[src/rtl/boot_pkg.sv]
// ---------------------------------------------------------------------------
// boot_pkg : shared types and defaults for the UART boot controller
// Rev 1.0
// ---------------------------------------------------------------------------
`default_nettype none

package boot_pkg;

  typedef enum logic [2:0] {
    LEN_LO = 3'd0,
    LEN_HI = 3'd1,
    DATA   = 3'd2,
    CHK    = 3'd3,
    DONE   = 3'd4,
    ERROR  = 3'd5
  } boot_state_t;

  localparam int BOOT_ADDR_W      = 14;
  localparam int BOOT_TIMEOUT_CYC = 1000000;

endpackage

`default_nettype wire

[src/rtl/uart_boot_ctrl_if.sv]
// ---------------------------------------------------------------------------
// uart_boot_ctrl_if : UART byte stream in, imem write port and CPU control out
// Rev 1.0
// ---------------------------------------------------------------------------
`default_nettype none

interface uart_boot_ctrl_if import boot_pkg::*; #(
  parameter int ADDR_W = BOOT_ADDR_W
);

  logic              rx_valid;
  logic [7:0]        rx_data;
  logic              skip_load;
  logic              reload;
  logic              imem_we;
  logic [ADDR_W-1:0] imem_addr;
  logic [31:0]       imem_wdata;
  logic              cpu_hold;
  logic              uart_over;
  logic              load_error;
  logic [ADDR_W:0]   words_loaded;

  modport master (
    output rx_valid, rx_data, skip_load, reload,
    input  imem_we, imem_addr, imem_wdata, cpu_hold, uart_over, load_error, words_loaded
  );

  modport slave (
    input  rx_valid, rx_data, skip_load, reload,
    output imem_we, imem_addr, imem_wdata, cpu_hold, uart_over, load_error, words_loaded
  );

endinterface

`default_nettype wire

[src/rtl/boot_word_packer.sv]
// ---------------------------------------------------------------------------
// boot_word_packer : packs bytes LSB-first into 32-bit words, XOR checksum
// Rev 1.0
// ---------------------------------------------------------------------------
`default_nettype none

module boot_word_packer (
  input  wire logic        clk,
  input  wire logic        reset,
  input  wire logic        i_clr,
  input  wire logic        i_byte_en,
  input  wire logic [7:0]  i_byte,
  output logic      [1:0]  o_byte_idx,
  output logic      [7:0]  o_checksum,
  output logic      [31:0] o_word,
  output logic             o_word_ready
);

  logic [1:0]  r_byte_idx;
  logic [23:0] r_acc;
  logic [31:0] r_word;
  logic [7:0]  r_chk;
  logic        r_word_ready;

  // r_word is only loaded on a completed word so it holds while no write is pending
  always_ff @(posedge clk or negedge reset) begin
    if (!reset) begin
      r_byte_idx   <= 2'd0;
      r_acc        <= '0;
      r_word       <= '0;
      r_chk        <= '0;
      r_word_ready <= 1'b0;
    end else begin
      r_word_ready <= 1'b0;
      if (i_clr) begin
        r_byte_idx <= 2'd0;
        r_acc      <= '0;
        r_chk      <= '0;
      end else if (i_byte_en) begin
        r_chk      <= r_chk ^ i_byte;
        r_byte_idx <= r_byte_idx + 2'd1;
        case (r_byte_idx)
          2'd0: r_acc[7:0]   <= i_byte;
          2'd1: r_acc[15:8]  <= i_byte;
          2'd2: r_acc[23:16] <= i_byte;
          default: begin
            r_word       <= {i_byte, r_acc};
            r_word_ready <= 1'b1;
          end
        endcase
      end
    end
  end

  assign o_byte_idx   = r_byte_idx;
  assign o_checksum   = r_chk;
  assign o_word       = r_word;
  assign o_word_ready = r_word_ready;

endmodule

`default_nettype wire

[src/rtl/uart_boot_ctrl.sv]
// ---------------------------------------------------------------------------
// uart_boot_ctrl : loads a UART program image into imem, then releases the CPU
// Rev 1.0
// ---------------------------------------------------------------------------
`default_nettype none

module uart_boot_ctrl import boot_pkg::*; #(
  parameter int ADDR_W      = BOOT_ADDR_W,
  parameter int TIMEOUT_CYC = BOOT_TIMEOUT_CYC
) (
  input wire logic        clk,
  input wire logic        reset,
  uart_boot_ctrl_if.slave bus
);

  localparam int                LEN_W     = ADDR_W + 1;
  localparam int                TO_W      = (TIMEOUT_CYC > 2) ? $clog2(TIMEOUT_CYC) : 1;
  localparam logic [TO_W-1:0]   TO_LAST   = TO_W'(TIMEOUT_CYC - 1);
  localparam logic [TO_W-1:0]   TO_ONE    = TO_W'(1);
  localparam logic [LEN_W-1:0]  LEN_ONE   = LEN_W'(1);
  localparam logic [31:0]       MAX_WORDS = 32'd1 << ADDR_W;

  boot_state_t       r_state;
  boot_state_t       w_next;
  logic [7:0]        r_len_lo;
  logic [LEN_W-1:0]  r_len;
  logic [LEN_W-1:0]  r_words;
  logic [ADDR_W-1:0] r_addr;
  logic [TO_W-1:0]   r_to;
  logic              r_cpu_hold;
  logic              r_uart_over;
  logic              r_load_error;

  logic [1:0]        w_byte_idx;
  logic [7:0]        w_chk;
  logic [31:0]       w_word;
  logic              w_word_ready;
  logic [15:0]       w_len16;
  logic [LEN_W-1:0]  w_words_inc;
  logic              w_byte_en;
  logic              w_word_done;
  logic              w_last_word;
  logic              w_timeout;
  logic              w_reload;
  logic              w_counting;

  assign w_len16     = {bus.rx_data, r_len_lo};
  assign w_words_inc = r_words + LEN_ONE;
  assign w_byte_en   = (r_state == DATA) && bus.rx_valid;
  assign w_word_done = w_byte_en && (w_byte_idx == 2'd3);
  assign w_last_word = w_word_done && (w_words_inc == r_len);
  assign w_timeout   = (r_to == TO_LAST) && !bus.rx_valid;
  assign w_reload    = bus.reload && ((r_state == DONE) || (r_state == ERROR));
  assign w_counting  = (r_state == LEN_HI) || (r_state == DATA) || (r_state == CHK);

  boot_word_packer u_packer (
    .clk          (clk),
    .reset        (reset),
    .i_clr        (w_reload),
    .i_byte_en    (w_byte_en),
    .i_byte       (bus.rx_data),
    .o_byte_idx   (w_byte_idx),
    .o_checksum   (w_chk),
    .o_word       (w_word),
    .o_word_ready (w_word_ready)
  );

  always_ff @(posedge clk or negedge reset) begin
    if (!reset) r_state <= LEN_LO;
    else        r_state <= w_next;
  end

  always_comb begin
    w_next = r_state;
    case (r_state)
      LEN_LO: begin
        if (bus.skip_load)     w_next = DONE;
        else if (bus.rx_valid) w_next = LEN_HI;
      end
      LEN_HI: begin
        if (bus.rx_valid) begin
          if (w_len16 == 16'd0)                w_next = CHK;
          else if (32'(w_len16) > MAX_WORDS)   w_next = ERROR;
          else                                 w_next = DATA;
        end else if (w_timeout) begin
          w_next = ERROR;
        end
      end
      DATA: begin
        if (w_last_word)    w_next = CHK;
        else if (w_timeout) w_next = ERROR;
      end
      CHK: begin
        if (bus.rx_valid)   w_next = (bus.rx_data == w_chk) ? DONE : ERROR;
        else if (w_timeout) w_next = ERROR;
      end
      DONE, ERROR: begin
        if (bus.reload) w_next = LEN_LO;
      end
      default: w_next = LEN_LO;
    endcase
  end

  // Status flags follow the next state so they line up with the state register
  always_ff @(posedge clk or negedge reset) begin
    if (!reset) begin
      r_len_lo     <= '0;
      r_len        <= '0;
      r_words      <= '0;
      r_addr       <= '0;
      r_to         <= '0;
      r_cpu_hold   <= 1'b1;
      r_uart_over  <= 1'b0;
      r_load_error <= 1'b0;
    end else begin
      r_cpu_hold   <= (w_next != DONE);
      r_uart_over  <= (w_next == DONE);
      r_load_error <= (w_next == ERROR);

      if ((r_state == LEN_LO) && bus.rx_valid) r_len_lo <= bus.rx_data;
      if ((r_state == LEN_HI) && bus.rx_valid) r_len    <= LEN_W'(w_len16);

      if (w_reload) begin
        r_words <= '0;
      end else if (w_word_done) begin
        r_words <= w_words_inc;
        r_addr  <= r_words[ADDR_W-1:0];
      end

      if ((w_next != r_state) || bus.rx_valid) r_to <= '0;
      else if (w_counting)                     r_to <= r_to + TO_ONE;
    end
  end

  assign bus.imem_we      = w_word_ready;
  assign bus.imem_addr    = r_addr;
  assign bus.imem_wdata   = w_word;
  assign bus.cpu_hold     = r_cpu_hold;
  assign bus.uart_over    = r_uart_over;
  assign bus.load_error   = r_load_error;
  assign bus.words_loaded = r_words;

endmodule

`default_nettype wire
[src/flat_wrapper.sv]
// flat-port wrapper written by rule: the top's interface ports become plain ports
module uart_boot_ctrl_flat import boot_pkg::*;
#(
  parameter int ADDR_W      = BOOT_ADDR_W,
  parameter int TIMEOUT_CYC = BOOT_TIMEOUT_CYC
)
  (clk, reset, bus_rx_valid, bus_rx_data, bus_skip_load, bus_reload, bus_imem_we, bus_imem_addr, bus_imem_wdata, bus_cpu_hold, bus_uart_over, bus_load_error, bus_words_loaded);
  uart_boot_ctrl_if #(.ADDR_W(ADDR_W)) bus_i ();
  input wire logic clk;
  input wire logic reset;
  input wire logic [$bits(bus_i.rx_valid)-1:0] bus_rx_valid;
  input wire logic [$bits(bus_i.rx_data)-1:0] bus_rx_data;
  input wire logic [$bits(bus_i.skip_load)-1:0] bus_skip_load;
  input wire logic [$bits(bus_i.reload)-1:0] bus_reload;
  output wire logic [$bits(bus_i.imem_we)-1:0] bus_imem_we;
  output wire logic [$bits(bus_i.imem_addr)-1:0] bus_imem_addr;
  output wire logic [$bits(bus_i.imem_wdata)-1:0] bus_imem_wdata;
  output wire logic [$bits(bus_i.cpu_hold)-1:0] bus_cpu_hold;
  output wire logic [$bits(bus_i.uart_over)-1:0] bus_uart_over;
  output wire logic [$bits(bus_i.load_error)-1:0] bus_load_error;
  output wire logic [$bits(bus_i.words_loaded)-1:0] bus_words_loaded;
  assign bus_i.rx_valid = bus_rx_valid;
  assign bus_i.rx_data = bus_rx_data;
  assign bus_i.skip_load = bus_skip_load;
  assign bus_i.reload = bus_reload;
  assign bus_imem_we = bus_i.imem_we;
  assign bus_imem_addr = bus_i.imem_addr;
  assign bus_imem_wdata = bus_i.imem_wdata;
  assign bus_cpu_hold = bus_i.cpu_hold;
  assign bus_uart_over = bus_i.uart_over;
  assign bus_load_error = bus_i.load_error;
  assign bus_words_loaded = bus_i.words_loaded;
  uart_boot_ctrl #(.ADDR_W(ADDR_W), .TIMEOUT_CYC(TIMEOUT_CYC)) u_core (.clk(clk), .reset(reset), .bus(bus_i));
endmodule
[config.mk]
export PLATFORM = sky130hd
export DESIGN_NAME = uart_boot_ctrl_flat
export DESIGN_NICKNAME = d
export VERILOG_FILES = /design/src/rtl/boot_pkg.sv /design/src/rtl/uart_boot_ctrl_if.sv /design/src/rtl/boot_word_packer.sv /design/src/rtl/uart_boot_ctrl.sv /design/src/flat_wrapper.sv
export SDC_FILE = /design/constraint.sdc
export NUM_CORES = 1
export LEC_CHECK = 0
export BUFFER_PORTS_ARGS = -buffer_cell sky130_fd_sc_hd__buf_4
export CAP_MARGIN = 20
export CELL_PAD_IN_SITES_DETAIL_PLACEMENT = 0
export CELL_PAD_IN_SITES_GLOBAL_PLACEMENT = 2
export CORE_MARGIN = 1.5
export CORE_UTILIZATION = 41
export CTS_BUF_LIST = sky130_fd_sc_hd__clkbuf_8
export DETAILED_ROUTE_END_ITERATION = 16
export PLACE_DENSITY = 0.95
export SLEW_MARGIN = 15
export SYNTH_ARGS = -nofsm -noshare
export SYNTH_HDL_FRONTEND = slang
export SYNTH_SLANG_ARGS = --single-unit
export TNS_END_PERCENT = 1
[constraint.sdc]
create_clock -name clk -period 5.9 [get_ports clk]
set_input_delay 1.18 -clock clk [delete_from_list [all_inputs] [get_ports clk]]
set_output_delay 1.18 -clock clk [all_outputs]
set_load 0.02 [all_outputs]
==> results.sh <==
export IMPL_crit_path_top_delay_cell="and4bb_2"
export IMPL_pwr_density_cell_nw_per_um2=319
export IMPL_tritoncts="built"
export IMPL_tritoncts_num_sinks=145
export IMPL_mostFrequentLayoutCells="nand2_1, dfrtp_1, buf_4"
export IMPL_fp_dieW_um=132
export IMPL_cp_data_required_time_ns=6.25
export IMPL_fin_ws_ns=2.88
export IMPL_syn_mean_instance_area_sq_um=9.14
export IMPL_synth_top_area_share_pct=52.5
export IMPL_timing_max_cap_violations=0
export IMPL_detail_route_drc_violations=0
export IMPL_fin_tns_setup_ns=0
export IMPL_synth_net_count=770
export IMPL_setup_violations=0
export IMPL_post_route_cells_drive_above_1_share_pct=17.7
export IMPL_core_region_area_sq_um=16500
export IMPL_final_period_minus_worst_setup_slack_ns=3.02
export IMPL_detail_route_iter0_violations=359
export IMPL_hold_path_class="flop to flop"
export IMPL_drt_vias_per_instance=5.28
export IMPL_cts_root_buffer_cell="clkbuf_8"
export IMPL_ant_nets=0
export IMPL_max_stage_delay_ns=0.75
export IMPL_yosys_most_used_dff="dfrtp_1"
export IMPL_synth_yosys_warnings=0
export IMPL_most_frequent_standard_cell_in_the_layout_excluding_fill_and_tap_cells="nand2_1"
export IMPL_post_synth_instance_area_sq_um=6870
export IMPL_yosysUniqueCellTypes=53
export IMPL_max_slew_worst_pin_slew_ns=1.12
export IMPL_grt_overflow=0
export IMPL_cts_resized_gates=0
export IMPL_clk_latency_ns=0.45
export IMPL_pre_cts_ws_ns=2.16
export IMPL_cts_path_max_buffers=2
export IMPL_synth_cells=751
export IMPL_detail_route_wl_per_cell_um=15.6
export IMPL_cts_buffers_inserted=17
export IMPL_dp_hpwl_mm=10.8
export IMPL_area_overhead_of_the_layout_relative_to_synthesis_pct=16.3
export IMPL_globalRouteTotalUtil_pct=19.5
export IMPL_gp_routability_congestion=0.846
export IMPL_drt_pass1_iterations=6
export IMPL_nNetsFinal=825
export IMPL_run_status="finished, final reports clean"
export IMPL_io_buffer_count=77
export IMPL_initial_antenna_violation_count=0
export IMPL_finalPower_uw=2550
export IMPL_p_leak_uw=0.00367
export IMPL_worst_case_headroom_to_the_max_slew_limit_pct=24.7
export IMPL_cts_repair_timing_setup_buffer_count=0
export IMPL_ys_seq_area_share_pct=52.9
export IMPL_via_count=5484
export IMPL_ir_worst_vdd_mv=0.166
export IMPL_post_dp_cell_area_sq_um=7560
export IMPL_end_kind="flop"
export IMPL_synth_ff_latch_count=145
export IMPL_path_cells="buf_4 > and4bb_2 > nand4_1 > nor4bb_1 > o2111ai_1 > a2111o_1 > and3_1"
export IMPL_grt_first_pass_wirelength_mm=27.3
export IMPL_cts_hold_fix_buffers=0
export IMPL_starting_density_of_the_core_pct=41.7
export IMPL_synth_enable_flop_cells=0
export IMPL_proportion_of_register_bits_with_asynchronous_set_or_reset_after_synthesis_pct=100
export IMPL_postRouteWirelength_mm=16.1
export IMPL_cpLargestDelayFamily="simple AND/OR/NAND/NOR gates"
export IMPL_path_buf_inv=1
export IMPL_clock_skew_ns=0.0108
export IMPL_max_freq_ghz=0.331
export IMPL_die_y_um=132
export IMPL_maxSlewViolCount=0
export IMPL_clock_transition_time_at_the_flip_flop_clock_pins_of_the_worst_setup_and_hold_paths_ns=0.08
export IMPL_final_standard_cell_utilization_of_the_core_pct=48.5
export IMPL_crit_path_max_fanout=38
export IMPL_n_antenna_cell=0
export IMPL_setup_worst_path_start_class="input port"
export IMPL_htreeDepth=4
export IMPL_synth_top_cell_by_area="dfrtp_1"
export IMPL_criticalPathCategory="input port to flop"
export IMPL_hold_violations=0
export IMPL_dieArea_sq_um=17500
export IMPL_fin_crit_sh_pct=51.2
export IMPL_grt_setup_unrepaired="false"
export IMPL_io_pin_count=78
export IMPL_synth_top_cells_by_area="dfrtp_1, nand2_1, mux2_2"
export IMPL_cp_data_arrival_time_ns=3.37
export IMPL_via_count_of_the_first_global_routing_pass=5342
export IMPL_grt_start_max_net_pins=94
export IMPL_std_cell_rows=47
export IMPL_final_cell_area_sq_um=7990
-- layout make-up --
type,instances,area [sq um]
Clock buffer,20,275
Fill cell,1593,8480
Tap cell,220,275
Inverter,13,48.8
Sequential cell,145,3630
Multi-Input combinational cell,548,3010
Clock inverter,11,113
Timing Repair Buffer,81,632
-- power breakdown --
| part | total, uW | internal [uW] | switching (uW) |
|---|---|---|---|
| registers | 1250 | 1120 | 133 |
| clock network | 785 | 403 | 383 |
| logic | 511 | 235 | 276 |
-- sequential cells by signal (all words and copies together) (netlist names), 8 cells and up --
| signal | flops |
|---|---|
| u_core.bus.words_loaded | 15 |
| u_core.r_to | 20 |
| u_core.r_len_lo | 8 |
| u_core.r_len | 15 |
| u_core.u_packer.r_acc | 24 |
| u_core.u_packer.o_checksum | 8 |
| u_core.u_packer.o_word | 32 |
| u_core.bus.imem_addr | 14 |
-- logic make-up (layout without fill, tap and decap cells) --
family / after synthesis / in the layout / share of synthesized area (%)
adder cells (fa/ha/maj): 6 / 6 / 1.09
flip-flops: 145 / 145 / 52.9
multiplexers: 26 / 26 / 4.19
AND/OR/NAND/NOR: 363 / 363 / 23.3
buffers and inverters: 58 / 125 / 3.42
AO/OA/AOI/OAI: 107 / 107 / 9.26
XOR/XNOR: 46 / 46 / 5.87
-- stage by stage --
stage	cells	hold WS (ns)
after floorplan	751	0.439
after global placement	1006	0.457
after detailed placement	1006	0.458
after CTS	1037	0.479
after global routing	1038	0.499
final	1038	0.472
-- Yosys cell counts, drive strengths merged, types with 2 or more instances --
cell type and instances:
nand2 211, dfrtp 144, nor2 49, o21ai 47, nand3 44, clkbuf 31
a21oi 30, xor2 24, mux2 22, xnor2 22, nand4 15, buf 14
inv 12, nor3 12, nor4 9, and3 6, ha 6, a21boi 5
mux2i 4, o2111ai 4, o31ai 4, or3 4, nand2b 3, or4 3
a21o 2, a41oi 2, and4 2, nor4b 2, o211ai 2
-- worst paths after layout --
check / start / end / slack, ns / cells past startpoint
min reg2reg: u_core.u_packer.r_acc[0]$_DFFE_PN0P_ / u_core.u_packer.o_word[0]$_DFFE_PN0P_ / 0.47 / 2
max reg2reg: u_core.r_state[2]$_DFF_PN0_ / u_core.bus.uart_over$_DFF_PN0_ / 3.04 / 6
min in group asynchronous: reset / u_core.bus.imem_addr[2]$_DFFE_PN0P_ / 0.78 / 1
min: u_core.u_packer.r_acc[0]$_DFFE_PN0P_ / u_core.u_packer.o_word[0]$_DFFE_PN0P_ / 0.47 / 2
max: bus_rx_valid / u_core.bus.uart_over$_DFF_PN0_ / 2.88 / 7
max in group asynchronous: reset / u_core.u_packer.o_word[16]$_DFFE_PN0P_ / 3.94 / 2
-- routing by layer --
metal / track usage, % / part of all wire [%]
met3: 4.83 / 4.1
met2: 30.5 / 47
met1: 26.3 / 47
met4: 7.20 / 2.2
met5: 0 / 0
-- worst reg2reg max path: cells and delay by family (launching register included) --
family	cells	cell delay, ns
flops	1	0.55
compound gates	2	0.60
simple gates	4	1.61
Note: power is estimated with default switching activity, not from simulation.
